### src/rtl/readout_seq_mux_pkg.sv
`default_nettype none
// +----------------------------------------------------------------------------+
// | Module   : readout_pkg                                                     |
// | Brief    : Shared types for the readout sequencer (FSM state, counters).   |
// | Revision : 1.0                                                             |
// +----------------------------------------------------------------------------+
package readout_pkg;

  // Index and sample counters are sized for the widest legal configuration
  localparam int C_CHAN_IDX_W = 5;
  localparam int C_SAMP_CNT_W = 16;

  typedef logic [C_CHAN_IDX_W-1:0] chan_idx_t;
  typedef logic [C_SAMP_CNT_W-1:0] samp_t;

  typedef enum logic [1:0] {
    ST_IDLE = 2'd0,
    ST_LOAD = 2'd1,
    ST_READ = 2'd2,
    ST_DONE = 2'd3
  } state_t;

endpackage
`default_nettype wire

### src/rtl/readout_seq_mux_if.sv
`default_nettype none
// +----------------------------------------------------------------------------+
// | Module   : readout_seq_mux_if                                              |
// | Brief    : Channel-FIFO / DAQ-FIFO bundle of the readout sequencer.        |
// | Revision : 1.0                                                             |
// +----------------------------------------------------------------------------+
interface readout_seq_mux_if #(
  parameter int NCHAN  = 16,
  parameter int DATA_W = 12,
  parameter int SAMP_W = 7,
  parameter int NCHIP  = 6
) ();
  localparam int CHIP_W = (NCHIP > 1) ? $clog2(NCHIP) : 1;

  logic                    JTAG_MODE;
  logic                    RD_FIFO;
  logic                    RDY;
  logic [SAMP_W-1:0]       SAMP_MAX;
  logic [NCHAN-1:0]        CHAN_MASK;
  logic [NCHAN*DATA_W-1:0] DIN;
  logic                    OUT_AFULL;
  logic [NCHAN-1:0]        RD_ENA;
  logic                    WREN;
  logic [DATA_W-1:0]       DOUT;
  logic [CHIP_W-1:0]       CHIP;
  logic                    BUSY;
  logic                    DONE;

  modport master (
    input  JTAG_MODE, RD_FIFO, RDY, SAMP_MAX, CHAN_MASK, DIN, OUT_AFULL,
    output RD_ENA, WREN, DOUT, CHIP, BUSY, DONE
  );

  modport slave (
    output JTAG_MODE, RD_FIFO, RDY, SAMP_MAX, CHAN_MASK, DIN, OUT_AFULL,
    input  RD_ENA, WREN, DOUT, CHIP, BUSY, DONE
  );
endinterface
`default_nettype wire

### src/rtl/readout_seq_mux_next_chan_sel.sv
`default_nettype none
// +----------------------------------------------------------------------------+
// | Module   : next_chan_sel                                                   |
// | Brief    : Priority search for the next unmasked channel above cur.        |
// | Revision : 1.0                                                             |
// +----------------------------------------------------------------------------+
module next_chan_sel
  import readout_pkg::*;
#(
  parameter int NCHAN = 16
) (
  input  logic [NCHAN-1:0] mask,
  input  chan_idx_t        cur,
  input  logic             from_start,
  output chan_idx_t        nxt,
  output logic             last
);

  // Descending scan so the lowest qualifying channel is the one left standing;
  // from_start makes channel 0 eligible and turns last into "all masked".
  always_comb begin
    nxt  = '0;
    last = 1'b1;
    for (int k = NCHAN - 1; k >= 0; k--) begin
      if (!mask[k] && (from_start || (k > int'(cur)))) begin
        nxt  = chan_idx_t'(k);
        last = 1'b0;
      end
    end
  end

endmodule
`default_nettype wire

### src/rtl/readout_seq_mux.sv
`default_nettype none
// +----------------------------------------------------------------------------+
// | Module   : readout_seq_mux                                                 |
// | Brief    : Drains one event per RDY edge from channel FIFOs to DAQ FIFO.   |
// | Revision : 1.0                                                             |
// +----------------------------------------------------------------------------+
module readout_seq_mux
  import readout_pkg::*;
#(
  parameter int NCHAN  = 16,
  parameter int DATA_W = 12,
  parameter int SAMP_W = 7,
  parameter int NCHIP  = 6
) (
  input  logic             CLK,
  input  logic             RST,
  readout_seq_mux_if.master bus
);
  localparam int CHIP_W = (NCHIP > 1) ? $clog2(NCHIP) : 1;
  localparam logic [CHIP_W-1:0] c_chip_last = CHIP_W'(NCHIP - 1);

  state_t            r_state;
  chan_idx_t         r_chan;
  samp_t             r_samp;
  samp_t             r_samp_max;
  logic [NCHAN-1:0]  r_mask;
  logic              r_armed;
  logic              r_busy;
  logic              r_done;
  logic              r_wren;
  logic [DATA_W-1:0] r_dout;
  logic [CHIP_W-1:0] r_chip;

  chan_idx_t         w_next_chan;
  logic              w_next_last;
  chan_idx_t         w_first_chan;
  logic              w_all_masked;
  logic              w_issue;
  logic              w_trigger;
  logic [NCHAN-1:0]  w_onehot;
  logic [CHIP_W-1:0] w_chip_next;

  next_chan_sel #(.NCHAN(NCHAN)) u_next (
    .mask(r_mask), .cur(r_chan), .from_start(1'b0),
    .nxt(w_next_chan), .last(w_next_last)
  );

  next_chan_sel #(.NCHAN(NCHAN)) u_first (
    .mask(r_mask), .cur('0), .from_start(1'b1),
    .nxt(w_first_chan), .last(w_all_masked)
  );

  assign w_issue     = (r_state == ST_READ) && !bus.OUT_AFULL && !bus.JTAG_MODE;
  assign w_trigger   = (r_state == ST_IDLE) && bus.RDY && r_armed && !bus.JTAG_MODE;
  assign w_onehot    = NCHAN'(1) << r_chan;
  assign w_chip_next = (r_chip == c_chip_last) ? '0 : r_chip + CHIP_W'(1);

  // JTAG owns the read strobes combinationally, ahead of the sequencer
  assign bus.RD_ENA = bus.JTAG_MODE ? {NCHAN{bus.RD_FIFO}}
                                    : (w_issue ? w_onehot : '0);
  assign bus.WREN   = r_wren;
  assign bus.DOUT   = r_dout;
  assign bus.CHIP   = r_chip;
  assign bus.BUSY   = r_busy;
  assign bus.DONE   = r_done;

  always_ff @(posedge CLK or posedge RST) begin
    if (RST) begin
      r_state    <= ST_IDLE;
      r_chan     <= '0;
      r_samp     <= '0;
      r_samp_max <= '0;
      r_mask     <= '0;
      r_armed    <= 1'b0;
      r_busy     <= 1'b0;
      r_done     <= 1'b0;
      r_wren     <= 1'b0;
      r_dout     <= '0;
      r_chip     <= '0;
    end else begin
      r_wren <= w_issue;
      r_done <= 1'b0;
      if (w_issue) begin
        r_dout <= bus.DIN[r_chan*DATA_W +: DATA_W];
      end
      // Re-arm only once RDY has dropped, so a level left high never re-fires
      if (!bus.RDY) begin
        r_armed <= 1'b1;
      end

      case (r_state)
        ST_IDLE: begin
          if (w_trigger) begin
            r_state    <= ST_LOAD;
            r_armed    <= 1'b0;
            r_mask     <= bus.CHAN_MASK;
            r_samp_max <= samp_t'(bus.SAMP_MAX[SAMP_W-1:0]);
            r_busy     <= 1'b1;
          end
        end
        ST_LOAD: begin
          if (bus.JTAG_MODE) begin
            r_state <= ST_IDLE;
            r_busy  <= 1'b0;
          end else begin
            r_chan <= w_first_chan;
            r_samp <= '0;
            if (w_all_masked) begin
              r_state <= ST_DONE;
              r_done  <= 1'b1;
              r_busy  <= 1'b0;
              r_chip  <= w_chip_next;
            end else begin
              r_state <= ST_READ;
            end
          end
        end
        ST_READ: begin
          if (bus.JTAG_MODE) begin
            r_state <= ST_IDLE;
            r_busy  <= 1'b0;
          end else if (!bus.OUT_AFULL) begin
            if (!w_next_last) begin
              r_chan <= w_next_chan;
            end else if (r_samp == r_samp_max) begin
              r_state <= ST_DONE;
              r_done  <= 1'b1;
              r_busy  <= 1'b0;
              r_chip  <= w_chip_next;
            end else begin
              r_samp <= r_samp + samp_t'(1);
              r_chan <= w_first_chan;
            end
          end
        end
        ST_DONE: r_state <= ST_IDLE;
        default: r_state <= ST_IDLE;
      endcase
    end
  end

endmodule
`default_nettype wire
### src/flat_wrapper.sv
// flat-port wrapper written by rule: the top's interface ports become plain ports
module readout_seq_mux_flat import readout_pkg::*;
#(
  parameter int NCHAN  = 16,
  parameter int DATA_W = 12,
  parameter int SAMP_W = 7,
  parameter int NCHIP  = 6
)
  (CLK, RST, bus_JTAG_MODE, bus_RD_FIFO, bus_RDY, bus_SAMP_MAX, bus_CHAN_MASK, bus_DIN, bus_OUT_AFULL, bus_RD_ENA, bus_WREN, bus_DOUT, bus_CHIP, bus_BUSY, bus_DONE);
  readout_seq_mux_if #(.NCHAN(NCHAN), .DATA_W(DATA_W), .SAMP_W(SAMP_W), .NCHIP(NCHIP)) bus_i ();
  input  logic CLK;
  input  logic RST;
  input wire logic [$bits(bus_i.JTAG_MODE)-1:0] bus_JTAG_MODE;
  input wire logic [$bits(bus_i.RD_FIFO)-1:0] bus_RD_FIFO;
  input wire logic [$bits(bus_i.RDY)-1:0] bus_RDY;
  input wire logic [$bits(bus_i.SAMP_MAX)-1:0] bus_SAMP_MAX;
  input wire logic [$bits(bus_i.CHAN_MASK)-1:0] bus_CHAN_MASK;
  input wire logic [$bits(bus_i.DIN)-1:0] bus_DIN;
  input wire logic [$bits(bus_i.OUT_AFULL)-1:0] bus_OUT_AFULL;
  output wire logic [$bits(bus_i.RD_ENA)-1:0] bus_RD_ENA;
  output wire logic [$bits(bus_i.WREN)-1:0] bus_WREN;
  output wire logic [$bits(bus_i.DOUT)-1:0] bus_DOUT;
  output wire logic [$bits(bus_i.CHIP)-1:0] bus_CHIP;
  output wire logic [$bits(bus_i.BUSY)-1:0] bus_BUSY;
  output wire logic [$bits(bus_i.DONE)-1:0] bus_DONE;
  assign bus_i.JTAG_MODE = bus_JTAG_MODE;
  assign bus_i.RD_FIFO = bus_RD_FIFO;
  assign bus_i.RDY = bus_RDY;
  assign bus_i.SAMP_MAX = bus_SAMP_MAX;
  assign bus_i.CHAN_MASK = bus_CHAN_MASK;
  assign bus_i.DIN = bus_DIN;
  assign bus_i.OUT_AFULL = bus_OUT_AFULL;
  assign bus_RD_ENA = bus_i.RD_ENA;
  assign bus_WREN = bus_i.WREN;
  assign bus_DOUT = bus_i.DOUT;
  assign bus_CHIP = bus_i.CHIP;
  assign bus_BUSY = bus_i.BUSY;
  assign bus_DONE = bus_i.DONE;
  readout_seq_mux #(.NCHAN(NCHAN), .DATA_W(DATA_W), .SAMP_W(SAMP_W), .NCHIP(NCHIP)) u_core (.CLK(CLK), .RST(RST), .bus(bus_i));
endmodule
### config.mk
export PLATFORM = sky130hd
export DESIGN_NAME = readout_seq_mux_flat
export DESIGN_NICKNAME = d
export VERILOG_FILES = /design/src/rtl/readout_seq_mux_pkg.sv /design/src/rtl/readout_seq_mux_if.sv /design/src/rtl/readout_seq_mux_next_chan_sel.sv /design/src/rtl/readout_seq_mux.sv /design/src/flat_wrapper.sv
export SDC_FILE = /design/constraint.sdc
export NUM_CORES = 1
export LEC_CHECK = 0
export ABC_AREA = 1
export CORE_ASPECT_RATIO = 1.2
export CORE_MARGIN = 2
export CORE_UTILIZATION = 35
export DETAILED_ROUTE_END_ITERATION = 10
export GPL_TIMING_DRIVEN = 1
export HOLD_SLACK_MARGIN = 0.15
export PLACE_DENSITY = 0.72
export REMOVE_ABC_BUFFERS = 1
export SLEW_MARGIN = 0
export SYNTH_ARGS = -nofsm -noshare
export SYNTH_HDL_FRONTEND = slang
export SYNTH_SLANG_ARGS = --single-unit
### constraint.sdc
create_clock -name CLK -period 2 [get_ports CLK]
set_input_delay 0.3 -clock CLK [delete_from_list [all_inputs] [get_ports CLK]]
set_output_delay 0.3 -clock CLK [all_outputs]
set_load 0.01 [all_outputs]
==> impl_metrics.py, run 1 <==
metrics = {
    "grt": {
        "track_usage": 0.2746,
        "grt-ovfl-total": 0,
        "antenna_found_initial": 1,
        "grt_pass1_vias": 6090,
        "grt_pass1_wl_um": 32260,
        "grt_max_degree": 65,
    },
    "setup_path": {
        "arrival_ns": 1.74,
        "cp.depth": 10,
        "critPathTopFamily": "buffers and inverters",
        "critPathLaunchType": "register",
        "reg2reg_depth": 13,
        "cp_num_buf_inv": 5,
        "end_kind": "primary output",
        "crit_type": "reg2out",
        "cp-endpoint": "bus_RD_ENA[14]",
        "path_cells": "inv_2 -> ha_4 -> inv_4 -> nor2_4 -> inv_2 -> nor2_4 -> buf_6 -> nand2_8 -> o21ai_2 -> buf_2",
        "max_stage_delay_ns": 0.38,
        "r2r_start": "u_core.r_chan[3]",
        "cp_slowest_cell": "dfrtp_1",
        "regToRegEndpoint": "u_core.r_samp[2]",
        "crit_start": "u_core.r_state[0]",
        "worst-path-max-fanout": 6,
        "ff2ff_setup_slack_ns": -0.01,
        "crit_required_ns": 1.70,
    },
    "drt": {
        "routed-via-count": 6338,
        "post_drt_wl_per_cell_um": 18.02,
        "drt_iter0_drc": 474,
        "routed_via_density": 5.349,
        "wl_um": 21360,
        "drc_errors": 0,
        "ant_nets": 0,
        "first_pass_iters": 7,
    },
    "sta": {
        "fin_ws_ns": -0.03951,
        "whs_ns": 0.3530,
        "finalCritPeriodShare": 1.020,
        "rsz0062_at_grt": "yes",
        "relSlewSlack": 0.3698,
        "setup_viol": 16,
        "timing.fmax_ghz": 0.4903,
        "fin_skew_ns": 0.005243,
        "slew_viol_final": 0,
        "period_needed_ns": 2.040,
        "worst_slew_pin_slew_ns": 0.9418,
        "hold_viol": 0,
    },
    "power_and_ir_drop": {
        "pwr_density_cell_nw_per_um2": 1135,
        "sw_frac_of_total": 0.4404,
        "clkPwrFrac": 0.150,
        "power_frac_seq": 0.215,
        "combPwrFrac": 0.634,
        "p_switching_mw": 4.416,
        "ir_drop_v": 0.0006487,
        "power.internal_mw": 5.612,
        "finalPower_mw": 10.03,
        "power_leakage_nw": 3.809,
    },
    "final_layout": {
        "fin_util": 0.6423,
        "n_fill_cell": 1251,
        "area_delta_synth_final_pct": 79.11,
        "most-common-layout-cells": "clkdlybuf4s50_1, nand2_1, a22oi_1",
        "final_area_um2": 8838,
        "num-nets-final": 1235,
        "final_common_cell": "clkdlybuf4s50_1",
        "drive_above_1_share": 0.2083,
    },
    "die": {
        "die-area_um2": 15070,
        "io_pins": 255,
        "start_util": 0.3586,
        "placementRows": 47,
        "core_um2": 13760,
        "die_w_um": 112.4,
        "die_h_um": 134.1,
    },
    "synth": {
        "ys_ff_latch": 64,
        "synth_mux_area_frac": 0,
        "synth-xor-area-share": 0.02130,
        "yosys.area_share.adder": 0.01521,
        "syn_area_um2": 4935,
        "yosys.area_share.simple": 0.2426,
        "synth_compound_area_frac": 0.3101,
        "ys.warnings.count": 0,
        "synthCells": 686,
        "synth_top_family_by_area": "compound AO/OA/AOI/OAI gates",
        "avgSynthCellArea_um2": 7.193,
        "synth_seq_area_share": 0.3245,
        "yosysUniqueCellTypes": 39,
    },
    "placement": {
        "io_buffers": 254,
        "hpwl_um": 16610,
        "pre_cts_ws_ns": -0.4998,
        "place_congestion": 0.8775,
        "place_area_um2": 8208,
    },
    "clocking": {
        "cts_tree": "built",
        "clk-insertion-delay-late_ns": 0.33,
        "clk_pin_slew_ns": 0.06,
        "clock-root-buffer": "clkbuf_16",
        "numCtsBuffers": 9,
        "cts_sinks": 64,
        "htree_levels": 3,
        "clockBufferDepth": 2,
    },
    "hold_path": {
        "hp-class": "in2async",
    },
    "status": {
        "status": "finished, violations left",
        "violations": "setup timing",
    },
    "job": {
        "maxCapViolCount": 0,
    },
}
## kinds of logic (layout without fill, tap and decap cells)
family,count (synthesis),after routing
adder cells (fa/ha/maj),6,6
buffers and inverters,108,435
flip-flops,64,64
XOR/XNOR,12,12
other,0,1
AO/OA/AOI/OAI,226,226
AND/OR/NAND/NOR,270,270
## how the worst min path moves through the flow
stage / from / endpoint / slack (ns)
global route: RST / u_core.bus.DOUT[6] / 0.42
global placement: u_core.bus.BUSY / u_core.bus.BUSY / 0.48
finish: RST / u_core.bus.DOUT[6] / 0.35
floorplan: bus_RDY / u_core.r_armed / 0.39
CTS: RST / u_core.r_chan[2] / 0.38
detailed placement: u_core.bus.CHIP[1] / u_core.bus.CHIP[1] / 0.49
## registers in the layout (all words and copies together), names as in the netlist
signal / flops
u_core.r_samp_max: 7
u_core.bus.DONE: 1
u_core.r_mask: 16
u_core.bus.WREN: 1
u_core.bus.BUSY: 1
u_core.r_armed: 1
u_core.r_chan: 4
u_core.r_samp: 16
u_core.r_state: 2
u_core.bus.CHIP: 3
u_core.bus.DOUT: 12
## synthesized netlist by cell type (all sizes together)
cell type,instances,area share
nand2,160,0.12
a22oi,97,0.15
inv,71,0.054
dfrtp,64,0.32
o21ai,52,0.053
nor2,44,0.043
a21oi,42,0.043
clkbuf,30,0.023
nand3,26,0.027
nor4,15,0.019
nand4,12,0.015
nor3,11,0.011
xor2,11,0.020
a22o,10,0.018
o31ai,10,0.025
buf,7,0.0094
ha,6,0.015
a31oi,4,0.0051
o211ai,3,0.0056
o22ai,3,0.0038
a221oi,2,0.0036
a2bb2oi,2,0.0036
and2,1,0.0018
nand3b,1,0.0015
o21a,1,0.0015
xnor2,1,0.0018
## power by group through the flow
stage	sequential, mW	clock, mW	combinational [mW]
floorplan	2.14	0	2.97
global placement	2.10	0	5.80
detailed placement	2.12	0	5.83
CTS	2.13	1.54	6.13
global route	2.22	1.59	6.91
finish	2.16	1.51	6.36
## tightest hold or removal path: stages
cell and delay, ns:
clkdlybuf4s50_1 0.41, inv_2 0.07, buf_12 0.30
## final cells by class
type	count	area, um2	area share
sequential	64	1608	0.1819
inverter	71	279.0	0.03157
clock buffer	14	274.0	0.03100
clock inverter	2	12.51	0.001416
timing repair buffer	348	3269	0.3699
tap	171	214.0	0.02421
antenna	1	2.502	0.0002831
multi-input combinational	514	3179	0.3597
## through the flow
step	TNS [ns]	std cells
global placement	-7.777	1153
detailed placement	-9.069	1153
global route	-3.859	1185
floorplan	-46.01	649
finish	-0.3665	1185
CTS	-0.7858	1181
## repair_timing
item | 4_1_cts | 5_1_grt
hold buffers | 0 | 0
resized for setup | 129 | 40
setup buffers | 13 | 3
setup endpoints to repair | 45 | 49
pin swaps | 8 | 18
## routing by layer
metal,up-vias,share of wire,track usage
li1,3083,-,-
met1,2976,0.39,0.3204
met2,242,0.52,0.4970
met3,37,0.066,0.05377
met4,0,0.031,0.1023
met5,-,0,0
(Power assumes the default switching activity.)
==> run 2: changes to the inputs <==
TNS_END_PERCENT = 20   (was default)
==> run 2 against run 1 <==
The run still ends with setup timing left. Via count decreased by 0.54%. Sequential power about the same. Critical path depth increased by 1. Final area decreased by 0.28%. First-iteration DRC count decreased by 11%. Sequential share of layout area about the same. Total power increased by 0.42%. Register-to-register slack got worse by 0.08 ns. Clock power about the same. Routed wire length increased by 0.41%. Critical path type is now reg2reg.
==> impl_metrics.py, run 2 (same netlist as run 1, synthesis figures left out) <==
metrics = {
    "setup_path": {
        "worst-path-max-fanout": 9,
        "critPathLaunchType": "register",
        "arrival_ns": 2.34,
        "end_kind": "register",
        "crit_type": "reg2reg",
        "crit_required_ns": 2.24,
    },
    "grt": {
        "grt_max_degree": 65,
        "grt_pass1_vias": 6068,
        "grt-ovfl-total": 0,
        "track_usage": 0.2735,
        "grt_pass1_wl_um": 32110,
        "antenna_found_initial": 1,
    },
    "final_layout": {
        "drive_above_1_share": 0.2061,
        "multi_input_area_um2": 3172,
        "fin_util": 0.6405,
        "num-nets-final": 1231,
        "area_delta_synth_final_pct": 78.60,
        "final_common_cell": "clkdlybuf4s50_1",
        "regArea_um2": 1607,
        "most-common-layout-cells": "clkdlybuf4s50_1, nand2_1, a22oi_1",
        "n_fill_cell": 1259,
    },
    "sta": {
        "fin_ws_ns": -0.09221,
        "slew_viol_final": 0,
        "relSlewSlack": 0.3683,
        "fin_skew_ns": 0.005380,
        "period_needed_ns": 2.092,
        "worst_slew_pin_slew_ns": 0.9441,
        "timing.fmax_ghz": 0.4780,
        "finalCritPeriodShare": 1.046,
        "whs_ns": 0.3517,
        "hold_viol": 0,
        "rsz0062_at_grt": "yes",
        "setup_viol": 30,
    },
    "placement": {
        "place_congestion": 0.8775,
        "hpwl_um": 16610,
        "io_buffers": 254,
    },
    "power_and_ir_drop": {
        "power_leakage_nw": 3.776,
        "p_switching_mw": 4.443,
        "sw_frac_of_total": 0.4412,
        "clkPwrFrac": 0.150,
        "finalPower_mw": 10.07,
        "combPwrFrac": 0.636,
        "pwr_density_cell_nw_per_um2": 1143,
        "power_frac_seq": 0.214,
        "power.internal_mw": 5.627,
        "ir_drop_v": 0.0006267,
    },
    "die": {
        "die-area_um2": 15070,
        "placementRows": 47,
        "die_h_um": 134.1,
        "start_util": 0.3586,
        "io_pins": 255,
        "die_w_um": 112.4,
        "core_um2": 13760,
    },
    "drt": {
        "drc_errors": 0,
        "routed-via-count": 6304,
        "routed_via_density": 5.338,
        "wl_um": 21440,
        "drt_iter0_drc": 422,
        "post_drt_wl_per_cell_um": 18.16,
        "first_pass_iters": 5,
        "ant_nets": 0,
    },
    "clocking": {
        "htree_levels": 3,
        "clock-root-buffer": "clkbuf_16",
        "clk-insertion-delay-late_ns": 0.34,
        "clk_pin_slew_ns": 0.06,
        "clockBufferDepth": 2,
        "cts_tree": "built",
        "numCtsBuffers": 9,
        "cts_sinks": 64,
    },
    "hold_path": {
        "hp-class": "in2async",
    },
    "job": {
        "maxCapViolCount": 0,
    },
    "status": {
        "status": "finished, violations left",
        "violations": "setup timing",
    },
}
[run 2: cell count changes in the layout (fill, tap and decap cells not counted), sizes merged]
cell,delta
buf,-4
[run 2: cell type report]
type,instances,share of cell area
timing repair buffer,344,0.3694
multi-input combinational,514,0.3599
clock inverter,2,0.001420
antenna,1,0.0002839
inverter,71,0.03137
sequential,64,0.1823
tap,171,0.02428
clock buffer,14,0.03109
[run 2: worst max-delay path, cell delays in order (launching register included)]
cell and delay, ns:
dfrtp_2 0.52, nand2_4 0.11, o21ai_2 0.22, nand2_2 0.10, nor2_4 0.13, nand2_2 0.08, nor2_4 0.15, nor2_4 0.08
nor2_8 0.16, nand2_4 0.10, buf_12 0.16, o31ai_2 0.19
[run 2: per-stage QoR]
step | TNS (ns) | cells | setup WS [ns] | cell area (um2)
2_1_floorplan | -46.01 | 649 | -1.282 | 4776
3_3_place_gp | -7.777 | 1153 | -0.4516 | 8208
3_5_place_dp | -9.069 | 1153 | -0.4998 | 8208
4_1_cts | -1.034 | 1176 | -0.07340 | 8597
5_1_grt | -4.963 | 1181 | -0.2102 | 8813
6_report | -1.420 | 1181 | -0.09221 | 8813
[run 2: repair_timing]
| item | 4_1_cts | 5_1_grt |
|---|---|---|
| gates resized for setup | 118 | 55 |
| hold buffers | 0 | 0 |
| cloned | 0 | 0 |
| buffers inserted | 8 | 4 |
| setup endpoints to repair | 45 | 52 |
| pin swaps | 6 | 18 |
[run 2: worst paths after layout]
path	startpoint	to	slack (ns)	cells after the start
worst max register to register	u_core.r_chan[3]	u_core.r_samp[4]	-0.09	11
worst max-delay path	u_core.r_chan[3]	u_core.r_samp[4]	-0.09	11
min in group CLK	u_core.bus.BUSY	u_core.bus.BUSY	0.49	2
worst min-delay path	RST	u_core.bus.DOUT[6]	0.35	3
max in group asynchronous	RST	u_core.r_chan[2]	1.34	3
worst min register to register	u_core.bus.BUSY	u_core.bus.BUSY	0.49	2
[run 2: metal layers]
layer / routed length [um] / share of wire / track usage / vias up
met4: 761 / 0.035 / 0.1023 / 0
met2: 11000 / 0.51 / 0.4950 / 262
li1: - / - / - / 3068
met3: 1563 / 0.073 / 0.06281 / 46
met1: 8121 / 0.38 / 0.3130 / 2928
met5: 0 / 0 / 0 / -
[run 2: power groups by stage]
| stage | Combinational [mW] | Clock, mW | Sequential (mW) |
|---|---|---|---|
| after global placement | 5.80 | 0 | 2.10 |
| after floorplan | 2.97 | 0 | 2.14 |
| after global routing | 6.96 | 1.59 | 2.22 |
| final | 6.40 | 1.51 | 2.15 |
| after CTS | 6.01 | 1.54 | 2.12 |
| after detailed placement | 5.83 | 0 | 2.12 |
